[src/rtl/flex_timer_pkg.sv]
// -----------------------------------------------------------------------------
// flex_timer_pkg
// Shared types and constants for the flex_down_timer block and the control
// FSMs that drive it.
//   timer_state_t : IDLE (stopped) / RUN (counting down)
//   MODE_ONESHOT  : stop in IDLE after the count reaches zero
//   MODE_PERIODIC : reload from the reload register and keep running
// -----------------------------------------------------------------------------
package flex_timer_pkg;

    typedef enum logic {
        IDLE = 1'b0,
        RUN  = 1'b1
    } timer_state_t;

    localparam logic MODE_ONESHOT  = 1'b0;
    localparam logic MODE_PERIODIC = 1'b1;

endpackage : flex_timer_pkg

[src/rtl/flex_down_timer.sv]
// -----------------------------------------------------------------------------
// flex_down_timer
// Loadable down-counting timer with one-shot and periodic (auto-reload) modes.
// It counts enabled cycles down from a loaded value and pulses `expire` for one
// cycle when a period completes.
//
// Parameters
//   NUM_CNT_BITS : width of the count, load value and reload register
// Ports
//   clk          in   system clock, rising edge
//   n_rst        in   asynchronous active-low reset
//   clear        in   synchronous abort: zero count/reload, go IDLE
//   load         in   synchronous start/restart from load_val
//   load_val     in   start value, sampled with load
//   mode         in   0 = one-shot, 1 = periodic, sampled with load
//   count_enable in   decrement qualifier, only honoured in RUN
//   count_out    out  current count (registered)
//   expire       out  one-cycle registered pulse at the end of a period
//   busy         out  high while in RUN (registered)
// Priority per cycle: clear > load > count_enable.
// -----------------------------------------------------------------------------
module flex_down_timer
    import flex_timer_pkg::*;
#(
    parameter int NUM_CNT_BITS = 4
) (
    input  logic                    clk,
    input  logic                    n_rst,
    input  logic                    clear,
    input  logic                    load,
    input  logic [NUM_CNT_BITS-1:0] load_val,
    input  logic                    mode,
    input  logic                    count_enable,
    output logic [NUM_CNT_BITS-1:0] count_out,
    output logic                    expire,
    output logic                    busy
);

    localparam logic [NUM_CNT_BITS-1:0] CNT_ZERO = '0;
    localparam logic [NUM_CNT_BITS-1:0] CNT_ONE  = NUM_CNT_BITS'(1);

    timer_state_t            state_q,  state_d;
    logic [NUM_CNT_BITS-1:0] count_q,  count_d;
    logic [NUM_CNT_BITS-1:0] reload_q, reload_d;
    logic                    mode_q,   mode_d;
    logic                    expire_q, expire_d;

    always_ff @(posedge clk or negedge n_rst) begin
        if (!n_rst) begin
            state_q  <= IDLE;
            count_q  <= CNT_ZERO;
            reload_q <= CNT_ZERO;
            mode_q   <= MODE_ONESHOT;
            expire_q <= 1'b0;
        end else begin
            state_q  <= state_d;
            count_q  <= count_d;
            reload_q <= reload_d;
            mode_q   <= mode_d;
            expire_q <= expire_d;
        end
    end

    always_comb begin
        state_d  = state_q;
        count_d  = count_q;
        reload_d = reload_q;
        mode_d   = mode_q;
        expire_d = 1'b0;

        if (clear) begin
            state_d  = IDLE;
            count_d  = CNT_ZERO;
            reload_d = CNT_ZERO;
        end else if (load) begin
            if (load_val != CNT_ZERO) begin
                state_d  = RUN;
                count_d  = load_val;
                reload_d = load_val;
                mode_d   = mode;
            end else begin
                // A zero-length period is treated as "stop": nothing to time.
                state_d  = IDLE;
                count_d  = CNT_ZERO;
                reload_d = CNT_ZERO;
            end
        end else if ((state_q == RUN) && count_enable) begin
            if (count_q > CNT_ONE) begin
                count_d = count_q - CNT_ONE;
            end else if (count_q == CNT_ONE) begin
                expire_d = 1'b1;
                if (mode_q == MODE_PERIODIC) begin
                    // Reloading at 1 (not 0) makes a period exactly `reload`
                    // enabled cycles.
                    count_d = reload_q;
                end else begin
                    count_d = CNT_ZERO;
                    state_d = IDLE;
                end
            end else begin
                // RUN with a zero count is unreachable; fall back to IDLE
                // rather than wrapping.
                state_d = IDLE;
            end
        end
    end

    assign count_out = count_q;
    assign expire    = expire_q;
    // The state enum is one bit wide, so this is the state flop itself.
    assign busy      = (state_q == RUN);

endmodule : flex_down_timer
[config.mk]
export PLATFORM = sky130hd
export DESIGN_NAME = flex_down_timer
export DESIGN_NICKNAME = d
export VERILOG_FILES = /design/src/rtl/flex_timer_pkg.sv /design/src/rtl/flex_down_timer.sv
export SDC_FILE = /design/constraint.sdc
export NUM_CORES = 1
export LEC_CHECK = 0
export CAP_MARGIN = 20
export CORE_UTILIZATION = 42
export DETAILED_ROUTE_END_ITERATION = 10
export PLACE_DENSITY_LB_ADDON = 0.1
export SLEW_MARGIN = 25
export SYNTH_ARGS = -nofsm -noshare
export SYNTH_HDL_FRONTEND = slang
export SYNTH_SLANG_ARGS = --single-unit
[constraint.sdc]
create_clock -name clk -period 1.9 [get_ports clk]
set_clock_uncertainty 0.05 [all_clocks]
set_input_delay 0.38 -clock clk [delete_from_list [all_inputs] [get_ports clk]]
set_output_delay 0.38 -clock clk [all_outputs]
set_load 0.03 [all_outputs]
After elaboration in Yosys (flattened, before gate mapping)
Index checks and enable logic that the tools add are counted.
Widths: inputs -> output; s select.

storage, ports and cells
  register bits = 11
  input bits = 10
  output and inout port bits = 6
  logic and storage cells = 40

cells by class
  $add $sub $neg = 1
  order comparisons = 1
  eq/ne operators = 3
  multiplexer cells = 21
  bitwise logic cells = 1
  reduce and logical (&&, ||, !) cells = 8

operators with widths
  operator             count
  $mux 4               9
  $mux 1               12
  $reduce_bool 4->1    2
  $reduce_and 3->1     2
  $eq 4x1->1 const B   1
  $gt 4x1->1 const B   1
  $ne 4x4->1 const B   1
  $sub 4x1->4 const B  1
  $ne 3x3->1 const B   1
  $reduce_bool 3->1    1
  $reduce_and 2->1     1
  $reduce_bool 2->1    1
  $logic_and 1x1->1    1
  $not 1->1            1

Longest topological paths before layout
  depth in word-level cells = 6
  gate-level depth with buffers = 6
  mapped depth without buffers = 6

Worst setup path after synthesis
OpenSTA, ideal clock, no wires.

  path kind = register to register
  from = reg count_q[0] (netlist: count_out[0])
  to = reg count_q[2] (netlist: count_out[2])
  library setup time = 94 ps
  arrival = 1,958 ps
  required time = 1,756 ps
  setup slack = -201 ps
  stages on the path, launching flop included = 7
  buffers on the path = 0
  period minus slack after synthesis = 2,101 ps
  path through = dfrtp_1 > inv_1 > ha_1 > nor2b_1 > a21o_1 > or4_1 > a221oi_2

between the ends
  longest elaborated chain between the ends = 5
  elaborated cells between the ends (all ways) = 9
  classes of those cells = 1 x add/sub; 1 x order compare; 1 x eq/ne; 4 x mux; 2 x reduce/logical

ends and longest elaborated chain
  element                                           RTL line                                      RTL
  start: declaration                                flex_down_timer.sv:43                         logic [NUM_CNT_BITS-1:0] count_q, count_d;
  start signal: assignment                          flex_down_timer.sv:57                         count_q <= count_d;
  $sub 4x1->4 / $gt 4x1->1 (equally long branches)  flex_down_timer.sv:89, flex_down_timer.sv:88
  $mux 4                                            flex_down_timer.sv:88                         if (count_q > CNT_ONE) begin
  $mux 4                                            flex_down_timer.sv:87                         end else if ((state_q == RUN) && count_enable) begin
  $mux 4                                            flex_down_timer.sv:75                         end else if (load) begin
  $mux 4                                            flex_down_timer.sv:71                         if (clear) begin

Parallel ways exist; a longest one is shown, timed or not. The select of a mux whose other input is x is not followed.
A chain may end at the register's enable or synchronous reset.

Final worst setup path
Ends and elaborated chain as after synthesis.

==> impl_metrics.tcl <==
set metrics [dict create \
    status "finished clean" \
    gr-usage-met2 0.3188 \
    grt_pass1_vias 626 \
    synth_nets 85 \
    finalHoldViolCount 0 \
    critPathRequiredTime_ns 2.04 \
    portBuffers 15 \
    period_needed_ns 1.772 \
    yosysMostFrequentCell "dfrtp_1" \
    drv_slew 0 \
    dr.pass1.iters 4 \
    cts_tree "yes" \
    synthTopCellsByCount "dfrtp_1 (11), a21oi_1 (8), nand2_1 (6), inv_1 (5)" \
    gp_congestion 0.8154 \
    hp-class "in -> async" \
    synth_cell_types 30 \
    routed_wl_mm 1.605 \
    clock_sinks 11 \
    ctsHoldBuffers 0 \
    drt-initial-drc-count 17 \
    synth_edf_count 0 \
    hpwl_mm 1.173 \
    row_count 13 \
    drc 0 \
    synth_area_um2 653.1 \
    cts-root-buf "clkbuf_4" \
    avgSynthCellArea_um2 8.947 \
    clock_latency_ns 0.27 \
    htreeDepth 1 \
    drive_gt1_frac 0.3107 \
    n_fill_cell 118 \
    maxCapViolCount 0 \
    synthCells 73 \
    vias 659 \
    grt_start_max_net_pins 15 \
    grt_pass1_wl_mm 2.849 \
    rsz0062_at_grt "false" \
    power.density_mw_per_mm2 633.1 \
    die_w_um 41.44 \
    use_met1 0.3011 \
    die-height_um 41.44 \
    worst_pin_slew_ns 0.5217 \
    end_kind "register" \
    worstPathArrival_ns 1.91 \
    ys.flop_type "dfrtp_1" \
    core_area_mm2 0.001366 \
    startpoint "count_out[0]" \
    r2r_cells 6 \
    rr_startpoint "count_out[0]" \
    setup_viol 0 \
    rrSetupSlack_ns 0.13 \
    synth_warnings 0 \
    ir_drop_v 0.0004531 \
    endpoint "count_out[2]" \
    worstSetupPathType "reg -> reg" \
    tns_ns 0 \
    ys_ff_latch 11 \
    synthArstFlopShare 1.000 \
    diodes 0 \
    grt_usage 0.2115 \
    fin_crit_sh 0.9324 \
    grt-ovfl-total 0 \
    total_power_w 0.0006195 \
    top_usage_layer "met2" \
    area_growth_syn_to_layout_pct 49.81 \
    crit_fanout 5 \
    synth_top_area_share 0.4215 \
    timing.rr.end "count_out[2]" \
    final_nets 116 \
    critPathLaunchType "register" \
    wl_per_cell_um 13.60 \
    die-area_mm2 0.001717 \
    avgViaCountPerCell 5.585 \
    dp.cells 111 \
    power.leakage_nw 0.4370 \
    grt_use_met3 0.02609 \
    synth_area_leader_cell "dfrtp_1" \
    max-slew-margin-rel 0.6511 \
    grt_antenna_before_repair 0 \
    start_util 0.4780 \
    ys_seq_area_frac 0.4215 \
    path_clk_slew_ns 0.08 \
    final_core_util 0.7161 \
    synthTopCellsByArea "dfrtp_1 (42%), a21oi_1 (6.1%), ha_1 (3.8%)" \
    ant_nets 0 \
    cts_buffers 3 \
    ios 16 \
    clockBufferDepth 2 \
    finalNonFillerCells 118 \
    max_freq_mhz 564.4 \
]
==> per-layer routing <==
layer,vias up,routed length (um)
met2,20,754
met3,2,71
met1,310,765
met4,0,14
li1,327,-
met5,-,0
==> how the worst min path moves through the flow <==
stage | to | slack [ns] | depth (start not counted)
2_1_floorplan | busy | 0.03 | 0
3_3_place_gp | reload_q[2] | 0.46 | 2
3_5_place_dp | reload_q[2] | 0.46 | 2
4_1_cts | busy | 0.41 | 1
5_1_grt | expire | 0.43 | 1
6_report | count_out[2] | 0.39 | 1
==> placed cells by master (no fill, tap or decap), types with 2 or more instances in the layout <==
cell             count
o211ai_1             2
o21ai_0              2
dfrtp_1              9
dlygate4sd2_1        2
a21oi_1              8
clkdlybuf4s50_1     12
inv_1                3
nor4_1               3
inv_2                2
buf_4               13
nand3_1              3
nand2_1              6
nor3_1               4
dfrtp_2              2
ha_4                 2
clkbuf_4             3
mux2i_1              2
or2_2                2
nor2_1               4
nand2b_1             2
==> registers in the layout, summed over array words and instances (netlist names) <==
register and count:
busy 1, count_out 4, expire 1, mode_q 1
reload_q 4
==> logic make-up (layout without fill, tap and decap cells) <==
family | count (synthesis) | count (layout) | share of synthesized area
AO/OA/AOI/OAI | 19 | 19 | 0.1935
adder cells (fa/ha/maj) | 2 | 2 | 0.03831
buffers and inverters | 7 | 37 | 0.04022
flip-flops | 11 | 11 | 0.4214
multiplexers | 3 | 3 | 0.04789
AND/OR/NAND/NOR | 31 | 31 | 0.2586
==> cell type report <==
class	instances	area, um^2	area share
Inverter	5	18.77	0.01918
Clock buffer	3	22.52	0.02302
Multi-Input combinational cell	55	387.9	0.3964
Sequential cell	11	277.8	0.2839
Timing Repair Buffer	28	247.7	0.2532
Clock inverter	1	5.005	0.005115
Tap cell	15	18.77	0.01918
==> report_power, final <==
part / internal, W / switching [W]
combinational: 0.0000959 / 0.0000896
sequential: 0.000250 / 0.0000210
clock: 0.0000779 / 0.0000848
total: 0.000424 / 0.000195
==> timing repair <==
action | CTS | global route
endpoints found under the hold margin | 0 | 0
buffers inserted | 0 | 3
cloned | 0 | 0
resized for setup | 2 | 6
endpoints found under the setup margin | 2 | 2
pin swaps | 0 | 4
==> metrics by stage <==
| stage | setup WS, ns | area (um^2) | hold slack, ns |
|---|---|---|---|
| final | 0.1284 | 978.4 | 0.3944 |
| after global routing | 0.02804 | 978.4 | 0.4328 |
| after CTS | 0.05131 | 929.6 | 0.4107 |
| after detailed placement | -0.08485 | 904.6 | 0.4646 |
| after global placement | -0.05448 | 904.6 | 0.4600 |
| after floorplan | 0.005207 | 668.1 | 0.03441 |
==> critical path, stage by stage, from the launching register on <==
cell      delay, ns
dfrtp_2        0.43
inv_2          0.07
ha_4           0.17
nor2b_4        0.13
a21o_1         0.19
or4_4          0.42
a221oi_2       0.24
(Power assumes the default switching activity.)
